$ cat config.mk
export PLATFORM = sky130hd
export DESIGN_NAME = logic16_pipe
export DESIGN_NICKNAME = d
export VERILOG_FILES = /design/src/rtl/logic16_pkg.sv /design/src/rtl/logic16_stage.sv /design/src/rtl/logic16_pipe.sv
export SDC_FILE = /design/constraint.sdc
export NUM_CORES = 1
export LEC_CHECK = 0
export ABC_CLOCK_PERIOD_IN_PS = 2900
export CORE_ASPECT_RATIO = 1.75
export CORE_UTILIZATION = 54
export DETAILED_ROUTE_END_ITERATION = 7
export PLACE_DENSITY = 0.92
export SETUP_SLACK_MARGIN = 0.2
export SLEW_MARGIN = 20
export SYNTH_ARGS = -nofsm -noshare
export SYNTH_HDL_FRONTEND = slang
export SYNTH_SLANG_ARGS = --single-unit
$ cat constraint.sdc
create_clock -name clk -period 2.9 [get_ports clk]
set_clock_uncertainty 0.15 [all_clocks]
set_input_delay 0.58 -clock clk [delete_from_list [all_inputs] [get_ports clk]]
set_output_delay 0.58 -clock clk [all_outputs]
set_load 0.05 [all_outputs]
$ cat src/rtl/logic16_pkg.sv
// Shared types and the bitwise operation table for the logic16 pipeline.
// Latency: n/a (package only).
// Backpressure: n/a (package only).
// Contents: WIDTH constant, op_t opcode enum, logic16_f result function.
package logic16_pkg;

  localparam int WIDTH = 16;

  typedef enum logic [2:0] {
    OP_AND    = 3'd0,
    OP_OR     = 3'd1,
    OP_XOR    = 3'd2,
    OP_NAND   = 3'd3,
    OP_NOT_A  = 3'd4,
    OP_PASS_A = 3'd5,
    OP_PASS_B = 3'd6,
    OP_ZERO   = 3'd7
  } op_t;

  function automatic logic [WIDTH-1:0] logic16_f(
    input op_t              op,
    input logic [WIDTH-1:0] a,
    input logic [WIDTH-1:0] b
  );
    logic [WIDTH-1:0] r;
    r = '0;
    case (op)
      OP_AND:    r = a & b;
      OP_OR:     r = a | b;
      OP_XOR:    r = a ^ b;
      OP_NAND:   r = ~(a & b);
      OP_NOT_A:  r = ~a;
      OP_PASS_A: r = a;
      OP_PASS_B: r = b;
      OP_ZERO:   r = '0;
      default:   r = '0;
    endcase
    return r;
  endfunction

endpackage

$ cat src/rtl/logic16_stage.sv
// One valid/ready register slice carrying a W-bit payload.
// Latency: 1 cycle from in handshake to out_valid.
// Backpressure: in_ready = !out_valid || out_ready; payload holds while stalled.
// Ports: clk, rst (sync, active-high); in_valid/in_ready/in_data upstream;
//        out_valid/out_ready/out_data downstream.
module logic16_stage
  import logic16_pkg::*;
#(
  parameter int W = 8
) (
  input  logic         clk,
  input  logic         rst,
  input  logic         in_valid,
  output logic         in_ready,
  input  logic [W-1:0] in_data,
  output logic         out_valid,
  input  logic         out_ready,
  output logic [W-1:0] out_data
);

  // The slice can take a new word when empty or when its word leaves this cycle.
  assign in_ready = !out_valid || out_ready;

  always_ff @(posedge clk) begin
    if (rst) begin
      out_valid <= 1'b0;
      out_data  <= '0;
    end else if (in_ready) begin
      // Valid never depends on payload bits, so X data cannot leak into it.
      out_valid <= in_valid;
      if (in_valid) begin
        out_data <= in_data;
      end
    end
  end

endmodule

$ cat src/rtl/logic16_pipe.sv
// Two-stage pipelined 16-bit bitwise logic unit (8 ops) with zero/negative flags.
// Latency: 2 cycles accept-to-out_valid; 1 result per cycle with out_ready held high.
// Backpressure: out/zr/ng hold while out_valid && !out_ready; S1 buffers one more, in_ready = !s1_valid || s2_adv.
// Ports: clk, rst (sync, active-high); in_valid/in_ready with a, b, op;
//        out_valid/out_ready with out, zr, ng; txn_cnt when built with LOGIC16_CNT_EN.
// Macro LOGIC16_CNT_EN: adds txn_cnt, a wrapping count of output handshakes.
module logic16_pipe #(
  parameter int WIDTH = logic16_pkg::WIDTH
) (
  input  logic             clk,
  input  logic             rst,
  input  logic             in_valid,
  output logic             in_ready,
  input  logic [WIDTH-1:0] a,
  input  logic [WIDTH-1:0] b,
  input  logic [2:0]       op,
  output logic             out_valid,
  input  logic             out_ready,
  output logic [WIDTH-1:0] out,
  output logic             zr,
  output logic             ng
`ifdef LOGIC16_CNT_EN
  ,
  output logic [15:0]      txn_cnt
`endif
);

  import logic16_pkg::*;

  localparam int S1W = 3 + 2 * WIDTH;
  localparam int S2W = WIDTH + 2;

  logic             s1_valid;
  logic [S1W-1:0]   s1_data;
  logic             s2_in_ready;
  logic [S2W-1:0]   s2_in_data;
  logic [S2W-1:0]   s2_data;

  op_t              s1_op;
  logic [WIDTH-1:0] s1_a;
  logic [WIDTH-1:0] s1_b;
  logic [WIDTH-1:0] s1_res;

  // S1: operand register. Its downstream ready is S2's ready, which gives
  // s1_adv = s1_valid && s2_adv and in_ready = !s1_valid || s2_adv.
  logic16_stage #(.W(S1W)) u_s1 (
    .clk       (clk),
    .rst       (rst),
    .in_valid  (in_valid),
    .in_ready  (in_ready),
    .in_data   ({op, a, b}),
    .out_valid (s1_valid),
    .out_ready (s2_in_ready),
    .out_data  (s1_data)
  );

  assign s1_op  = op_t'(s1_data[S1W-1 -: 3]);
  assign s1_a   = s1_data[2*WIDTH-1 -: WIDTH];
  assign s1_b   = s1_data[WIDTH-1:0];
  assign s1_res = logic16_f(s1_op, s1_a, s1_b);

  // Flags are derived from the same result word they travel with.
  assign s2_in_data = {s1_res, (s1_res == '0), s1_res[WIDTH-1]};

  // S2: result register driving the outputs.
  logic16_stage #(.W(S2W)) u_s2 (
    .clk       (clk),
    .rst       (rst),
    .in_valid  (s1_valid),
    .in_ready  (s2_in_ready),
    .in_data   (s2_in_data),
    .out_valid (out_valid),
    .out_ready (out_ready),
    .out_data  (s2_data)
  );

  assign out = s2_data[S2W-1 -: WIDTH];
  assign zr  = s2_data[1];
  assign ng  = s2_data[0];

`ifdef LOGIC16_CNT_EN
  // Reset has priority over a same-cycle handshake; the counter wraps naturally.
  always_ff @(posedge clk) begin
    if (rst) begin
      txn_cnt <= 16'h0000;
    end else if (out_valid && out_ready) begin
      txn_cnt <= txn_cnt + 16'h0001;
    end
  end
`endif

endmodule
==> parameters.txt <==
Parameter                              Value

Status
  Outcome ... complete, no violations

Floorplanning
  Number of placement rows ... 38
  Area of the die ... 6690 µm²
  Number of top-level design ports ... 59
  Initial core utilization ... 0.555
  Core Footprint ... 6180 µm²
  Die span in x ... 62.3 µm
  Overall die height ... 107 µm

Hold path
  Beginning of the worst hold path ... u_s2.out_data[10]$_SDFFE_PP0P_
  Hold worst-path end ... u_s2.out_data[10]$_SDFFE_PP0P_
  Number of cells traversed by the worst hold path ... 2
  Kind of path behind the tightest hold check ... register to register

Clock tree
  Clock transition at the registers of the reported paths ... 0.10 ns
  Depth of the CTS H-tree ... 2
  Number of buffers inserted for hold repair after clock tree synthesis ... 0
  Skew-Pair Late Insertion Delay ... 0.32 ns
  Maximum clock path buffer count ... 2
  Post-CTS Setup Inserts ... 0
  Number of gates given a new drive strength after cts ... 0
  Clock net sink count ... 54
  TritonCTS clock tree ... done
  Number of buffers inserted during clock tree synthesis ... 5
  Buffer type at the clock tree root ... sky130_fd_sc_hd__clkbuf_8

GRT
  Initial antenna violation count ... 0
  Busiest layer in global routing ... met2
  Vias in the first global route ... 3074
  Met2 Use GR ... 0.431
  Met1 Usage GRT ... 0.283
  Largest net degree at the start of global routing ... 36
  Global Route Usage Sum ... 0.248
  Overall overflow remaining after global route ... 0
  GR met3 Demand/Resource ... 0.0466
  First-pass GRT wire length ... 13.4 mm

Logic synthesis
  Total of flip-flops plus latches after synthesis ... 54
  Most instantiated flip-flop cell in the synthesis netlist ... sky130_fd_sc_hd__dfxtp_1
  Area share of the largest cell type after synthesis ... 0.315
  Fraction of registers with async set or reset after synthesis ... 0
  Number of enable-type register cells in the synthesized netlist ... 0
  Synthesized area ... 3430 µm²
  Sequential share of the synthesized area ... 0.315
  YS warnings ... 0
  Post-Syn Nets ... 525
  Cell type contributing the most total cell area after synthesis ... sky130_fd_sc_hd__dfxtp_1
  Cell count after synthesis ... 454
  Post-Syn Area per Cell ... 7.56 µm²
  Top area cells in the synthesized netlist ... sky130_fd_sc_hd__dfxtp_1 32%, sky130_fd_sc_hd__nand2_1 12%, sky130_fd_sc_hd__ha_1 12%
  Number of distinct library cells after synthesis ... 46

Critical path
  Startpoint class of the critical path ... register
  Largest fanout on the critical path ... 13
  Required time at the worst-slack endpoint ... 3.01 ns
  Element type at the critical path end ... register
  Maximum cell stage delay along the critical path ... 0.62 ns
  Worst R2R End ... u_s2.out_data[1]$_SDFFE_PP0P_
  RR Startpoint ... u_s1.out_data[33]$_SDFFE_PP0P_
  Slowest cell on crit path ... sky130_fd_sc_hd__dfxtp_1
  Kind of critical path ... register to register
  Worst-case register-to-register setup slack ... 0.39 ns
  Worst path cell trace ... nand2b_1 -> a211oi_1 -> o32a_1 -> nor4_1 -> nand4_1 -> o21ai_1
  Data arrival, critical path ... 2.61 ns
  Depth of the worst register-to-register path ... 6

Drt
  Post-Route WL ... 7.80 mm
  Number of routed nets with antenna violations ... 0
  Routed WL per cell ... 13.7 µm
  Routed via count divided by cell count ... 5.61
  Via count ... 3206
  Detailed-router iteration count before antenna repair ... 7
  DRC marker count from the first detailed-route iteration ... 134
  Remaining DRCs ... 0

Place
  Port Buf Inserts ... 58
  Half-perimeter wire length of the detailed placement result ... 5.71 mm
  Final weighted congestion in routability-driven placement ... 0.836
  Total cell area at the placement stage ... 3980 µm²

Flow run
  Max-cap viol count ... 0

Power
  Power density relative to cell area ... 414 nW/µm²
  Sequential share of power ... 0.490
  Clock power frac ... 0.258
  Switching power total ... 0.524 mW
  Gate power share ... 0.252
  Worst vdd rail ir drop ... 0.000332 V
  Internal power ... 1.16 mW
  Switching power share of the total ... 0.311
  Leakage power total ... 1.54 nW

STA
  Final slew viol count ... 0
  Unrepaired setup endpoints after global routing ... no
  Final Cycle Share ... 0.864
  Pin slew with the least headroom to its limit ... 0.659 ns
  Final setup violating endpoints ... 0
  Max-Slew Margin vs Limit ... 0.559
  Post-Route Hold Slack ... 0.306 ns
  Highest clock rate ... 0.399 GHz
  Fin. Hold Viols ... 0
  Accumulated negative setup slack ... 0 ns
  Period minus WS final ... 2.51 ns

Layout
  Commonest non-fill, non-tap cell in the layout ... sky130_fd_sc_hd__nand2_1
  Final design instance area without fill ... 4080 µm²
  Number of nets in the layout ... 561
  Layout cell share with drive strength beyond 1 ... 0.0591
  Util after Layout ... 0.659
  Area grow syn2layout ... 18.8%
  Most frequent cells in the layout ... 108 x sky130_fd_sc_hd__nand2_1, 56 x sky130_fd_sc_hd__a21oi_1, 56 x sky130_fd_sc_hd__clkdlybuf4s50_1
  Count of inserted antenna diode cells ... 0
## power by group through the flow
stage / Combinational [mW] / Sequential (mW) / Clock [mW]
CTS: 0.421 / 0.826 / 0.438
global route: 0.467 / 0.833 / 0.461
floorplan: 0.261 / 0.867 / 0
finish: 0.424 / 0.827 / 0.435
global placement: 0.401 / 0.840 / 0
detailed placement: 0.419 / 0.844 / 0
## worst max path at each step
stage / from / endpoint / slack, ns / cells after the start
floorplan: u_s2.out_valid$_SDFFE_PP0P_ / u_s1.out_data[22]$_SDFFE_PP0P_ / 0.57 / 7
global placement: out_ready / u_s1.out_data[14]$_SDFFE_PP0P_ / 0.27 / 6
detailed placement: out_ready / u_s1.out_data[1]$_SDFFE_PP0P_ / 0.19 / 6
CTS: u_s1.out_data[33]$_SDFFE_PP0P_ / u_s2.out_data[1]$_SDFFE_PP0P_ / 0.47 / 6
global route: u_s1.out_data[33]$_SDFFE_PP0P_ / u_s2.out_data[1]$_SDFFE_PP0P_ / 0.29 / 6
finish: u_s1.out_data[33]$_SDFFE_PP0P_ / u_s2.out_data[1]$_SDFFE_PP0P_ / 0.39 / 6
## stage by stage
| stage | std cells | setup slack [ns] | power (mW) |
|---|---|---|---|
| after floorplan | 454 | 0.574 | 1.13 |
| after global placement | 563 | 0.273 | 1.24 |
| after detailed placement | 563 | 0.185 | 1.26 |
| after CTS | 571 | 0.467 | 1.69 |
| after global routing | 571 | 0.285 | 1.76 |
| final | 571 | 0.393 | 1.69 |
## per-layer routing
| layer | vias up | share of wire |
|---|---|---|
| met4 | 0 | 0.028 |
| met1 | 1465 | 0.42 |
| met5 | - | 0 |
| met2 | 107 | 0.50 |
| met3 | 21 | 0.051 |
| li1 | 1613 | - |
## kinds of logic after synthesis
| logic type | synth area share |
|---|---|
| and+or+nand+nor | 0.223 |
| AOI/OAI and AO/OA | 0.213 |
| buffers and inverters | 0.0901 |
| DFF | 0.315 |
| adders and majority gates | 0.117 |
| muxes | 0.0419 |
## synthesized netlist by cell type (2+ instances only)
cell,number
sky130_fd_sc_hd__a211o_1,2
sky130_fd_sc_hd__a211oi_1,21
sky130_fd_sc_hd__a21oi_1,56
sky130_fd_sc_hd__a221oi_1,9
sky130_fd_sc_hd__buf_1,2
sky130_fd_sc_hd__buf_2,11
sky130_fd_sc_hd__buf_4,2
sky130_fd_sc_hd__clkbuf_1,19
sky130_fd_sc_hd__dfxtp_1,54
sky130_fd_sc_hd__ha_1,32
sky130_fd_sc_hd__inv_1,33
sky130_fd_sc_hd__mux2_2,3
sky130_fd_sc_hd__mux2i_1,5
sky130_fd_sc_hd__mux4_2,2
sky130_fd_sc_hd__nand2_1,108
sky130_fd_sc_hd__nand2b_1,5
sky130_fd_sc_hd__nand4_1,2
sky130_fd_sc_hd__nor2_1,26
sky130_fd_sc_hd__nor2b_1,16
sky130_fd_sc_hd__nor3_1,2
sky130_fd_sc_hd__o211ai_1,3
sky130_fd_sc_hd__o21ai_0,9
sky130_fd_sc_hd__o31ai_1,2
sky130_fd_sc_hd__o32a_1,8
## critical path, delay by kind of cell, from the launching register on
family	cells	cell delay [ns]
and+or+nand+nor	3	1.04
DFF	1	0.62
AOI/OAI and AO/OA	3	0.64
## registers in the layout (all words and copies together), names as in the netlist
| signal | count |
|---|---|
| u_s2.out_valid | 1 |
| u_s2.out_data | 17 |
| u_s1.out_valid | 1 |
| u_s1.out_data | 35 |
## cell type report
| class | instances | area [µm²] |
|---|---|---|
| repair buffers | 66 | 633 |
| well taps | 80 | 100 |
| clock inverters | 1 | 5.00 |
| fillers | 531 | 2110 |
| flip-flops and latches | 54 | 1080 |
| multi-input cells | 330 | 2040 |
| inverters | 33 | 124 |
| clock buffers | 7 | 86.3 |
Power figures use the tool's default switching activity.
